## src/rtl/db_cfg_sequencer.sv

```systemverilog
// Button-to-configuration sequencer: rising edges of four debounced buttons become
// pending events, served round-robin, each written downstream over a valid/ready port.
module db_cfg_sequencer #(
    parameter int OFF_W      = 10,
    parameter int HS_STEP    = 8,
    parameter int VS_STEP    = 8,
    parameter int H_MAX      = 639,
    parameter int V_MAX      = 479,
    parameter int UART_FMT_N = 4,
    parameter int VGA_FMT_N  = 3,
    parameter int ACK_TMO    = 255
) (
    input  logic             clk,
    input  logic             rst,
    input  logic             HS,
    input  logic             VS,
    input  logic             DF_UART,
    input  logic             DF_VGA,
    input  logic             err_clr,
    output logic             cfg_valid,
    output logic [1:0]       cfg_addr,
    output logic [15:0]      cfg_data,
    input  logic             cfg_ready,
    output logic [OFF_W-1:0] h_off,
    output logic [OFF_W-1:0] v_off,
    output logic [1:0]       uart_fmt,
    output logic [1:0]       vga_fmt,
    output logic             busy,
    output logic             cfg_err
);

    localparam int TMO_W = $clog2(ACK_TMO + 1);

    typedef enum logic [0:0] {
        ST_IDLE = 1'b0,
        ST_SEND = 1'b1
    } state_t;

    state_t           state_r, state_s;
    logic [3:0]       lvl_s, lvl_q_r, press_s;
    logic [3:0]       pend_r, pend_s, clr_s;
    logic [1:0]       ptr_r, ptr_s, grant_s, search_idx_s;
    logic             found_s, err_set_s;
    logic [15:0]      new_val_s;
    logic [TMO_W-1:0] tmo_cnt_r, tmo_cnt_s;
    logic             cfg_valid_r, cfg_valid_s;
    logic [1:0]       cfg_addr_r, cfg_addr_s;
    logic [15:0]      cfg_data_r, cfg_data_s;
    logic [OFF_W-1:0] h_off_r, h_off_s, v_off_r, v_off_s;
    logic [1:0]       uart_fmt_r, uart_fmt_s, vga_fmt_r, vga_fmt_s;
    logic             busy_r, busy_s, cfg_err_r, cfg_err_s;

    // Step a setting by a fixed amount; any result beyond the legal maximum wraps to zero.
    function automatic logic [15:0] wrap_inc(input logic [15:0] cur,
                                             input logic [15:0] step,
                                             input logic [15:0] lim);
        logic [16:0] sum;
        sum = {1'b0, cur} + {1'b0, step};
        if (sum > {1'b0, lim}) begin
            wrap_inc = 16'd0;
        end else begin
            wrap_inc = sum[15:0];
        end
    endfunction

    assign lvl_s   = {DF_VGA, DF_UART, VS, HS};
    assign press_s = lvl_s & ~lvl_q_r;

    // Round-robin search for the first pending event at or above the pointer.
    always_comb begin
        found_s      = 1'b0;
        grant_s      = ptr_r;
        search_idx_s = ptr_r;
        for (int k = 0; k < 4; k++) begin
            search_idx_s = ptr_r + 2'(k);
            if (!found_s && pend_r[search_idx_s]) begin
                found_s = 1'b1;
                grant_s = search_idx_s;
            end else begin
                found_s = found_s;
            end
        end
    end

    // Candidate value for the granted setting, derived from its committed value.
    always_comb begin
        case (grant_s)
            2'd0:    new_val_s = wrap_inc(16'(h_off_r), 16'(HS_STEP), 16'(H_MAX));
            2'd1:    new_val_s = wrap_inc(16'(v_off_r), 16'(VS_STEP), 16'(V_MAX));
            2'd2:    new_val_s = wrap_inc(16'(uart_fmt_r), 16'd1, 16'(UART_FMT_N - 1));
            2'd3:    new_val_s = wrap_inc(16'(vga_fmt_r), 16'd1, 16'(VGA_FMT_N - 1));
            default: new_val_s = 16'd0;
        endcase
    end

    // Next-state, write-port and commit logic.
    always_comb begin
        state_s     = state_r;
        ptr_s       = ptr_r;
        clr_s       = 4'd0;
        err_set_s   = 1'b0;
        tmo_cnt_s   = tmo_cnt_r;
        cfg_valid_s = cfg_valid_r;
        cfg_addr_s  = cfg_addr_r;
        cfg_data_s  = cfg_data_r;
        h_off_s     = h_off_r;
        v_off_s     = v_off_r;
        uart_fmt_s  = uart_fmt_r;
        vga_fmt_s   = vga_fmt_r;
        case (state_r)
            ST_IDLE: begin
                if (found_s) begin
                    state_s     = ST_SEND;
                    cfg_valid_s = 1'b1;
                    cfg_addr_s  = grant_s;
                    cfg_data_s  = new_val_s;
                    ptr_s       = grant_s + 2'd1;
                    tmo_cnt_s   = TMO_W'(0);
                end else begin
                    state_s = ST_IDLE;
                end
            end
            ST_SEND: begin
                if (cfg_valid_r && cfg_ready) begin
                    case (cfg_addr_r)
                        2'd0:    h_off_s    = cfg_data_r[OFF_W-1:0];
                        2'd1:    v_off_s    = cfg_data_r[OFF_W-1:0];
                        2'd2:    uart_fmt_s = cfg_data_r[1:0];
                        2'd3:    vga_fmt_s  = cfg_data_r[1:0];
                        default: h_off_s    = h_off_r;
                    endcase
                    clr_s[cfg_addr_r] = 1'b1;
                    cfg_valid_s       = 1'b0;
                    tmo_cnt_s         = TMO_W'(0);
                    state_s           = ST_IDLE;
                end else if (tmo_cnt_r == TMO_W'(ACK_TMO - 1)) begin
                    clr_s[cfg_addr_r] = 1'b1;
                    err_set_s         = 1'b1;
                    cfg_valid_s       = 1'b0;
                    tmo_cnt_s         = TMO_W'(0);
                    state_s           = ST_IDLE;
                end else begin
                    tmo_cnt_s = tmo_cnt_r + TMO_W'(1);
                end
            end
            default: begin
                state_s     = ST_IDLE;
                cfg_valid_s = 1'b0;
            end
        endcase
    end

    // A new press outranks a same-edge clear so no event is ever lost.
    always_comb begin
        pend_s    = (pend_r & ~clr_s) | press_s;
        cfg_err_s = err_set_s | (cfg_err_r & ~err_clr);
        busy_s    = (state_s == ST_SEND) || (pend_s != 4'd0);
    end

    // State and output registers.
    always_ff @(posedge clk or negedge rst) begin
        if (!rst) begin
            state_r     <= ST_IDLE;
            lvl_q_r     <= 4'd0;
            pend_r      <= 4'd0;
            ptr_r       <= 2'd0;
            tmo_cnt_r   <= TMO_W'(0);
            cfg_valid_r <= 1'b0;
            cfg_addr_r  <= 2'd0;
            cfg_data_r  <= 16'd0;
            h_off_r     <= {OFF_W{1'b0}};
            v_off_r     <= {OFF_W{1'b0}};
            uart_fmt_r  <= 2'd0;
            vga_fmt_r   <= 2'd0;
            busy_r      <= 1'b0;
            cfg_err_r   <= 1'b0;
        end else begin
            state_r     <= state_s;
            lvl_q_r     <= lvl_s;
            pend_r      <= pend_s;
            ptr_r       <= ptr_s;
            tmo_cnt_r   <= tmo_cnt_s;
            cfg_valid_r <= cfg_valid_s;
            cfg_addr_r  <= cfg_addr_s;
            cfg_data_r  <= cfg_data_s;
            h_off_r     <= h_off_s;
            v_off_r     <= v_off_s;
            uart_fmt_r  <= uart_fmt_s;
            vga_fmt_r   <= vga_fmt_s;
            busy_r      <= busy_s;
            cfg_err_r   <= cfg_err_s;
        end
    end

    assign cfg_valid = cfg_valid_r;
    assign cfg_addr  = cfg_addr_r;
    assign cfg_data  = cfg_data_r;
    assign h_off     = h_off_r;
    assign v_off     = v_off_r;
    assign uart_fmt  = uart_fmt_r;
    assign vga_fmt   = vga_fmt_r;
    assign busy      = busy_r;
    assign cfg_err   = cfg_err_r;

endmodule
```

## config.mk

```make
export PLATFORM = sky130hd
export DESIGN_NAME = db_cfg_sequencer
export DESIGN_NICKNAME = d
export VERILOG_FILES = /design/src/rtl/db_cfg_sequencer.sv
export SDC_FILE = /design/constraint.sdc
export NUM_CORES = 1
export LEC_CHECK = 0
export CORE_ASPECT_RATIO = 0.8
export CORE_MARGIN = 5
export CORE_UTILIZATION = 48
export DETAILED_ROUTE_END_ITERATION = 16
export GPL_TIMING_DRIVEN = 0
export PLACE_DENSITY_LB_ADDON = 0.25
export SYNTH_ARGS = -nofsm -noshare
export SYNTH_HDL_FRONTEND = slang
export SYNTH_SLANG_ARGS = --single-unit
```

## constraint.sdc

```tcl
create_clock -name clk -period 2.7 [get_ports clk]
set_input_delay 0.27 -clock clk [delete_from_list [all_inputs] [get_ports clk]]
set_output_delay 0.27 -clock clk [all_outputs]
set_load 0.03 [all_outputs]
```

==> impl_metrics.tcl <==
set metrics [dict create \
    peakVddDrop_uv 457 \
    die_w_um 102 \
    synthMuxAreaShare 0.0698 \
    fmax_ghz 0.390 \
    dr.pass1.iters 4 \
    synthAdderAreaFrac 0.0465 \
    synth_compound_area_frac 0.132 \
    worstPathMaxFanout 7 \
    leakagePower_uw 0.00172 \
    overflow 0 \
    gp_congestion 0.888 \
    grt_pass1_vias 2611 \
    seqPwrFrac 0.346 \
    clk_latency_ns 0.34 \
    clock_skew_ns 0.00673 \
    yosys.area_share.simple 0.214 \
    synth-xor-area-share 0.0380 \
    clock_tree.root_cell "clkbuf_8" \
    numClockSinks 59 \
    powerDensity_nw_per_um2 1060 \
    ant_nets 0 \
    syn_to_final_growth_pct 25.8 \
    start_kind "flip-flop" \
    grt_pass1_wl_um 13400 \
    avgViaCountPerCell 5.59 \
    die_h_um 83.3 \
    synth_top_flop_cell "dfrtp_1" \
    core_area_um2 6470 \
    fp-row-count 26 \
    antenna_found_initial 0 \
    tightest_slew_ns 0.948 \
    p_int_uw 2420 \
    syn_inst 325 \
    synth.area.top_cells "dfrtp_1 (46%), ha_1 (4.7%), mux2_2 (4.2%)" \
    fin_nets 410 \
    hold_class "input port to asynchronous set/reset pin" \
    initial_core_util 0.498 \
    status "finished clean" \
    synth_edf_count 0 \
    routedWlPerCell_um 16.3 \
    power_frac_clock 0.179 \
    worst_setup_path_end_kind "flip-flop" \
    cpMaxStageDelayCell "dfrtp_1" \
    vias 2678 \
    rsz0062_at_grt "false" \
    numCtsBuffers 9 \
    synth_top_family_by_area "simple AND/OR/NAND/NOR gates" \
    timing.final.ws_setup_ns 0.134 \
    post-route-period-util 0.950 \
    worstSetupPathType "flip-flop to flip-flop" \
    postSynthAreaPerCell_um2 9.92 \
    maxSlewViolCount 0 \
    clk_pin_slew_ns 0.06 \
    track_usage 0.200 \
    drt_drc_violations_left 0 \
    synthesis.area_um2 3230 \
    ys_warn_count 0 \
    crit_required_ns 2.94 \
    place_hpwl_um 5790 \
    seq_area_frac_synth 0.458 \
    die_area_um2 8470 \
    async_flop_share 1.00 \
    final_hold_viol_count 0 \
    place.port_buffers 47 \
    crit_arrival_ns 2.81 \
    yosysTopAreaCellShare 0.458 \
    finalPower_uw 4310 \
    ys_types 55 \
    synth_seq_cells 59 \
    pin_count 53 \
    layout-drive-gt1-share 0.129 \
    max_stage_delay_ns 0.44 \
    grt_max_degree 36 \
    min_period_ns 2.57 \
    pwr-share-comb 0.475 \
    synth.largest_area_cell "dfrtp_1" \
    crit_top_cell "a21oi_1" \
    num_antenna_cells 0 \
    place_worst_setup_slack_ns -0.467 \
    wirelength_um 7810 \
    setup_viol 0 \
    cts_tree "yes" \
    maxCapViolations 0 \
    cts_buffer_depth 2 \
    drt_iter0_drc 137 \
    switching_share 0.439 \
    slew_headroom 0.362 \
    switchingPower_uw 1890 \
    crit_chain "nor2b_1, a21oi_1, o32ai_1, a21oi_1, inv_1, ha_1, nor3_4, buf_4, nand4_1, o221ai_1" \
    htreeDepth 3 \
]
-- power by group through the flow --
stage          combinational, µW  sequential, µW  clock (µW)
3_5_place_dp                1980            1500           0
3_3_place_gp                1940            1480           0
5_1_grt                     2220            1540         836
2_1_floorplan                963            1770           0
6_report                    2050            1490         770
4_1_cts                     2020            1490         785
-- flip-flops by register name, summed over array words and instances (netlist names) --
register / flops
lvl_q_r: 4
vga_fmt: 2
cfg_err: 1
tmo_cnt_r: 8
h_off: 10
cfg_data: 11
v_off: 10
cfg_valid: 1
cfg_addr: 2
uart_fmt: 2
pend_r: 4
ptr_r: 2
state_r: 1
busy: 1
-- layer usage --
metal  GRT usage  wire length [µm]  vias to the layer above
met5           0                 0                        -
met4      0.0652               113                        0
met3      0.0553               443                       12
met2       0.296              3550                       74
met1       0.281              3700                     1285
li1            -                 -                     1307
-- placed cells by master (no fill, tap or decap), types with 5 or more instances in the layout --
| cell type | instances |
|---|---|
| dfrtp_1 | 59 |
| clkdlybuf4s50_1 | 46 |
| nand2_1 | 33 |
| nor2_1 | 23 |
| o21ai_0 | 15 |
| inv_1 | 13 |
| clkbuf_8 | 13 |
| nand4_1 | 12 |
| nand3_1 | 12 |
| mux2_2 | 12 |
| ha_1 | 12 |
| nor3_1 | 9 |
| buf_4 | 9 |
| nor2b_1 | 8 |
| a21oi_1 | 8 |
| mux2_1 | 8 |
| xnor2_1 | 8 |
| o211ai_1 | 6 |
| xor2_1 | 6 |
| and3_1 | 5 |
| nor3b_1 | 5 |
| o21ai_1 | 5 |
| a31oi_1 | 5 |
| conb_1 | 5 |
-- through the flow --
step | std cells | util | cell area (µm²) | setup TNS, ns | hold slack [ns]
global placement | 460 | 0.589 | 3820 | -34.30 | 0.482
floorplan | 329 | - | 3240 | 0 | -0.0256
global route | 479 | 0.627 | 4060 | 0 | 0.0765
finish | 479 | 0.627 | 4060 | 0 | 0.0132
CTS | 477 | 0.623 | 4030 | 0 | 0.0396
detailed placement | 461 | 0.592 | 3830 | -2.92 | 0.402
-- layout make-up --
type | instances | area, µm²
Tap cell | 84 | 105
Clock inverter | 1 | 5.00
Timing Repair Buffer | 50 | 500
Sequential cell | 59 | 1480
Multi-Input combinational cell | 243 | 1650
Buffer | 13 | 78.8
Fill cell | 545 | 2420
Clock buffer | 15 | 186
Inverter | 14 | 52.6
-- cells by family (layout without fill, tap and decap cells) --
group,after synthesis,in the layout
flip-flops,59,59
AO/OA/AOI/OAI,62,62
adder cells (fa/ha/maj),12,12
other,1,5
XOR/XNOR,14,14
buffers and inverters,27,93
multiplexers,20,20
AND/OR/NAND/NOR,130,130
-- worst max-delay path: cells and delay by family, from the launching register on --
family	cells	cell delay, ns
flops	1	0.44
buf+inv	2	0.33
compound gates	4	0.79
simple gates	3	0.57
fa+ha+maj	1	0.33
-- what timing repair did --
action	in CTS	in global routing
hold buffers	0	0
endpoints found under the setup margin	9	9
pin swaps	0	1
buffers inserted	0	2
resized for setup	2	1
-- cell usage after synthesis (4+ instances only) --
master and count:
inv_1 13, nand2_1 33, a21oi_1 8, and2_1 4
nand3_1 12, nand4_1 12, ha_1 12, mux2_2 12
nor2_1 23, o21ai_0 15, dfrtp_1 59, a31oi_1 5
nand3b_1 4, and3_1 5, o221ai_1 4, xor2_1 6
o211ai_1 6, nor3b_1 5, buf_4 7, nor3_1 10
mux2_1 8, nor2b_1 8, xnor2_1 8, o21ai_1 5
-- final timing paths --
| check | from | endpoint | slack, ns | cells after the start |
|---|---|---|---|---|
| max in group asynchronous | rst | cfg_data[2] | 2.08 | 2 |
| min in group clk | DF_UART | lvl_q_r[2] | 0.39 | 1 |
| worst max-delay path | pend_r[0] | cfg_data[6] | 0.13 | 10 |
| worst min register to register | cfg_data[10] | cfg_data[10] | 0.50 | 1 |
| worst max register to register | pend_r[0] | cfg_data[6] | 0.13 | 10 |
| worst min-delay path | rst | tmo_cnt_r[0] | 0.01 | 1 |
(Power assumes the default switching activity.)
